### config.mk
export PLATFORM = sky130hd
export DESIGN_NAME = seg7_scan_driver
export DESIGN_NICKNAME = d
export VERILOG_FILES = /design/src/rtl/seg7_pkg.sv /design/src/rtl/seg7_hex_decoder.sv /design/src/rtl/seg7_scan_driver.sv
export SDC_FILE = /design/constraint.sdc
export NUM_CORES = 1
export LEC_CHECK = 0
export CORE_MARGIN = 2
export CORE_UTILIZATION = 58
export DETAILED_ROUTE_END_ITERATION = 16
export PLACE_DENSITY = 0.84
export SYNTH_ARGS = -nofsm -noshare
export SYNTH_HDL_FRONTEND = slang
export SYNTH_SLANG_ARGS = --single-unit
### constraint.sdc
create_clock -name clk -period 4.6 [get_ports clk]
set_input_delay 0.92 -clock clk [delete_from_list [all_inputs] [get_ports clk]]
set_output_delay 0.92 -clock clk [all_outputs]
set_load 0.005 [all_outputs]
### src/rtl/seg7_pkg.sv
// rtl/seg7_pkg.sv - shared segment types and the hex glyph table for the seven-segment scan driver
package seg7_pkg;

  // Segment vector, bit order {g,f,e,d,c,b,a}, logical polarity (1 = lit).
  typedef logic [6:0] seg_t;

  localparam seg_t SEG_BLANK = 7'h00;

  localparam seg_t GLYPH_TABLE [16] = '{
    7'h3F, 7'h06, 7'h5B, 7'h4F, 7'h66, 7'h6D, 7'h7D, 7'h07,
    7'h7F, 7'h6F, 7'h77, 7'h7C, 7'h39, 7'h5E, 7'h79, 7'h71
  };

  function automatic seg_t glyph_of(input logic [3:0] nibble);
    return GLYPH_TABLE[nibble];
  endfunction

endpackage

### src/rtl/seg7_hex_decoder.sv
// rtl/seg7_hex_decoder.sv - combinational nibble to logical segment pattern
module seg7_hex_decoder
  import seg7_pkg::*;
(
  input  logic [3:0] nibble,
  output seg_t       seg
);

  always_comb begin
    seg = glyph_of(nibble);
  end

endmodule

### src/rtl/seg7_scan_driver.sv
// rtl/seg7_scan_driver.sv - multiplexed seven-segment driver with leading-zero blanking
module seg7_scan_driver
  import seg7_pkg::*;
#(
  parameter int NUM_DIGITS  = 4,
  parameter int REFRESH_DIV = 100000,
  parameter int ACTIVE_LOW  = 1
) (
  input  logic                    clk,
  input  logic                    reset,
  input  logic [4*NUM_DIGITS-1:0] value,
  input  logic [NUM_DIGITS-1:0]   dp,
  input  logic                    load,
  input  logic                    blank_lz,
  output logic [NUM_DIGITS-1:0]   an,
  output logic [6:0]              cathode,
  output logic                    dp_out
);

  localparam int CW = $clog2(REFRESH_DIV);
  localparam int IW = $clog2(NUM_DIGITS);
  localparam logic [CW-1:0] TICK_LAST = CW'(REFRESH_DIV - 1);
  localparam logic [IW-1:0] IDX_LAST  = IW'(NUM_DIGITS - 1);
  localparam logic          POL       = (ACTIVE_LOW != 0);

  logic [CW-1:0]                 tick;
  logic [IW-1:0]                 idx;
  logic [NUM_DIGITS-1:0][3:0]    value_q;
  logic [NUM_DIGITS-1:0]         dp_q;
  logic [NUM_DIGITS-1:0]         lz_mask;
  logic [3:0]                    cur_nibble;
  logic                          cur_dp;
  logic                          cur_blank;
  seg_t                          glyph_seg;
  seg_t                          seg_logic;
  logic [NUM_DIGITS-1:0]         an_logic;

  // Refresh timebase and digit index; independent of load and blank_lz.
  always_ff @(posedge clk or posedge reset) begin
    if (reset) begin
      tick <= '0;
      idx  <= '0;
    end else if (tick == TICK_LAST) begin
      tick <= '0;
      idx  <= (idx == IDX_LAST) ? '0 : idx + 1'b1;
    end else begin
      tick <= tick + 1'b1;
    end
  end

  always_ff @(posedge clk or posedge reset) begin
    if (reset) begin
      value_q <= '0;
      dp_q    <= '0;
    end else if (load) begin
      value_q <= value;
      dp_q    <= dp;
    end
  end

  // Digit k is a leading zero when it and every more significant nibble are zero.
  always_comb begin
    logic zero_run;
    lz_mask  = '0;
    zero_run = 1'b1;
    for (int k = NUM_DIGITS - 1; k >= 1; k--) begin
      zero_run   = zero_run & (value_q[k] == 4'h0);
      lz_mask[k] = zero_run;
    end
  end

  always_comb begin
    cur_nibble = value_q[idx];
    cur_dp     = dp_q[idx];
    cur_blank  = blank_lz & lz_mask[idx];
  end

  seg7_hex_decoder u_dec (
    .nibble (cur_nibble),
    .seg    (glyph_seg)
  );

  always_comb begin
    seg_logic = cur_blank ? SEG_BLANK : glyph_seg;
    an_logic  = {{(NUM_DIGITS-1){1'b0}}, 1'b1} << idx;
  end

  // Registered outputs; polarity is applied last so reset drives everything inactive.
  always_ff @(posedge clk or posedge reset) begin
    if (reset) begin
      an      <= {NUM_DIGITS{POL}};
      cathode <= {7{POL}};
      dp_out  <= POL;
    end else begin
      an      <= an_logic ^ {NUM_DIGITS{POL}};
      cathode <= seg_logic ^ {7{POL}};
      dp_out  <= cur_dp ^ POL;
    end
  end

endmodule
==> summary.txt <==
Placement
  • Placed insts: 286
  • Port bufs: 35
  • Final Wtd Congestion: 0.836
  • DP HPWL: 3270 µm

Clocking
  • Root cell of the clock tree: clkbuf_8
  • # Post-CTS Setup Buffers: 0
  • H-tree levels: 2
  • Total CTS buffers: 5
  • CTS-repair resized insts: 0
  • Clk buf depth: 2
  • Clk sink count: slightly above 50
  • Worst skew pair latency: 310 ps
  • Clk slew on worst S/H paths: 90 ps
  • CTS tree: done
  • CTS Hold Bufs: 0

Timing
  • Setup TNS: 0 ps
  • Clock Skew: 6.57 ps
  • Slew headroom: 32.3%
  • Fmax: 434 MHz
  • Slew @ Worst Pin: ~1000 ps
  • Count of final hold-check violations: 0
  • Min Tclk post-route: ~2300 ps
  • RSZ-0062 raised after global routing: no
  • Max-slew violations: 0
  • Final setup violation count: 0
  • Period utilisation layout: between 50 and 60%
  • Worst hold margin: 492 ps

Synthesis
  • Synth warnings: 0
  • Top cells by count, synth: 39 x dfrtp_1, 24 x mux2_2, 12 x dfstp_2, 12 x nor2_1, 11 x ha_1
  • Async S/R FF share, synth: 100%
  • Adder-cell share of the synthesized area: 5.38%
  • Count leader, synth: dfrtp_1
  • Unique masters post-synth: 39
  • Largest family of logic cells by synthesized area: multiplexers
  • Post-Synthesis Cells: 203
  • EDFF count, synth: 0
  • Multiplexer share of the synthesized area: between 15 and 20%
  • Sequential share of the synthesized area: 50.5%
  • Area leader, netlist: dfrtp_1
  • Syn_area_per_cell: between 10 and 15 µm²
  • Synth Area in Compound Gates: 4.30%
  • Xor-xnor portion of the synthesized cell area: 5.82%
  • Flops & latches, synth: between 50 and 60
  • Yosys top cell area share: 38.1%
  • Synth top area cells: dfrtp_1 38%, dfstp_2 12%, mux2_2 11%
  • Simple logic cell fraction of the synthesized area: around an eighth
  • Mapped cell area: 0.00256 mm²
  • Mapped Nets: 238
  • Main synth FF type: dfrtp_1

Critical path
  • Crit Reg-Reg Startpoint: idx[0]$_DFFE_PP0N_
  • Crit path required time: 4810 ps
  • Worst r2r path cells: 6
  • Critical R2R Capture: cathode[0]$_DFF_PP1_
  • Crit path launch type: flip-flop
  • Worst EP arrival: 2510 ps
  • CP max FO: 13
  • Setup crit end: cathode[0]$_DFF_PP1_
  • Worst reg-to-reg setup slack: roughly 2300 ps
  • Setup CP Type: flip-flop to flip-flop
  • Worst Setup SP: idx[0]$_DFFE_PP0N_
  • Worst setup EP type: flip-flop

Routing
  • DRT iter0 DRCs: 90
  • Via count: 1,692
  • DRT Pass-1 Iters: 5
  • Drt total wl: 4570 µm
  • DRC: 0
  • Via density per instance: 5.76
  • Post-route ant nets: 0
  • Avg WL per Cell: between 15 and 20 µm

Cells and area
  • Diode count: 0
  • # nets final: 276
  • Layout Cells excl Fill: 294
  • Layout cell share with drive strength beyond 1: 22.7%
  • Area Growth Syn to Fin: 18.7%
  • Fill cells: 324

GRT
  • First-pass GRT wire length: 7930 µm
  • Grt ovf: 0
  • Total track usage: 20.7%
  • Largest net degree at the start of global routing: between 50 and 60
  • Vias in the first global route: 1,701
  • Antenna violations before repair: 0

Worst hold path
  • Hold Path Class: flip-flop to flip-flop
  • Hold_sp: tick[0]$_DFF_PP0_
  • Hold-critical path depth: 1

Floorplanning
  • Die area: 0.00496 mm²
  • Die W: between 70 and 80 µm
  • Die span in y: between 70 and 80 µm
  • FP Rows: 24
  • Initial core utilization: roughly 60%
  • Core ar.: 0.00429 mm²
  • I/O pins: 36

Pwr
  • Clock power share: 28.2%
  • Psw: 0.000218 W
  • Int Power: just under 0.0007 W
  • Flop pwr share: 56.6%
  • Combinational power share: 15.2%
  • Pwr/cell area: 294 mW/mm²
  • P_leak: 1.26 nW
  • Max VDD drop: 0.192 mV
  • Sw frac: 24.4%

Outcome
  • Status: complete, no violations

Flow run
  • Maxcap violations: 0
-- cell type report --
| class | count | area [µm²] | area share [%] |
|---|---|---|---|
| inverters | 11 | 41.3 | 1.36 |
| flip-flops and latches | 51 | 1290 | 42.5 |
| repair buffers | 35 | 350 | 11.5 |
| multi-input cells | 137 | 1210 | 39.8 |
| clock buffers | 7 | 76.3 | 2.51 |
| well taps | 52 | 65.1 | 2.14 |
| clock inverters | 1 | 5.00 | 0.165 |
-- sequential cells by signal, indices dropped and copies added, names as in the netlist --
signal,count
dp_out,1
idx,2
cathode,7
tick,17
an,4
dp_q,4
value_q,16
-- cell families after synthesis --
family,Yosys count
buffers and inverters,15
flip-flops,51
adder cells (fa/ha/maj),11
AND/OR/NAND/NOR,55
AO/OA/AOI/OAI,16
XOR/XNOR,17
multiplexers,38
-- power groups by stage --
stage	Clock (W)	Combinational [W]	Sequential, W
global route	0.000274	0.000149	0.000511
CTS	0.000256	0.000138	0.000506
detailed placement	0	0.000137	0.000515
floorplan	0	0.0000783	0.000510
global placement	0	0.000134	0.000513
finish	0.000252	0.000136	0.000506
-- metrics by stage --
step                total power, W  worst slack [ps]  area [µm²]  utilization, %
CTS                       0.000900              2290        3040            70.7
global placement          0.000647              2100        2960            68.9
global route              0.000934              2100        3040            70.7
finish                    0.000894              2300        3040            70.7
detailed placement        0.000652              2090        2960            68.9
floorplan                 0.000589              2470        2560               -
-- per-layer routing --
metal / wire (µm) / vias up / global-route usage (%)
met5: 0 / - / 0
met4: 87 / 0 / 8.97
met3: 196 / 7 / 4.76
met2: 2140 / 48 / 31.3
met1: 2150 / 831 / 28.8
li1: - / 806 / -
-- worst max-delay path, stage by stage, from the launching register on --
cell     delay [ps]
dfrtp_1         700
mux4_2          650
inv_1           160
ha_1            210
or3_1           130
a21oi_1          60
o31ai_1         290
-- worst min path at each step --
stage / to / slack (ps)
finish: tick[0]$_DFF_PP0_ / 490
global route: tick[0]$_DFF_PP0_ / 510
CTS: tick[0]$_DFF_PP0_ / 490
detailed placement: tick[0]$_DFF_PP0_ / 480
global placement: tick[0]$_DFF_PP0_ / 470
floorplan: tick[0]$_DFF_PP0_ / 450
-- cells in the final DEF (no fill, tap or decap), types with 5 or more instances in the layout --
cell / Yosys / routed
nor2_1: 12 / 12
dfrtp_1: 39 / 39
dfstp_2: 12 / 12
nand2_1: 10 / 10
ha_1: 11 / 11
clkdlybuf4s50_1: 0 / 35
mux2_2: 24 / 24
xor2_1: 9 / 9
inv_1: 10 / 9
xnor2_1: 8 / 8
mux2i_1: 6 / 6
clkbuf_8: 0 / 5
nand3_1: 6 / 6
mux4_2: 6 / 6
(Power assumes the default switching activity.)
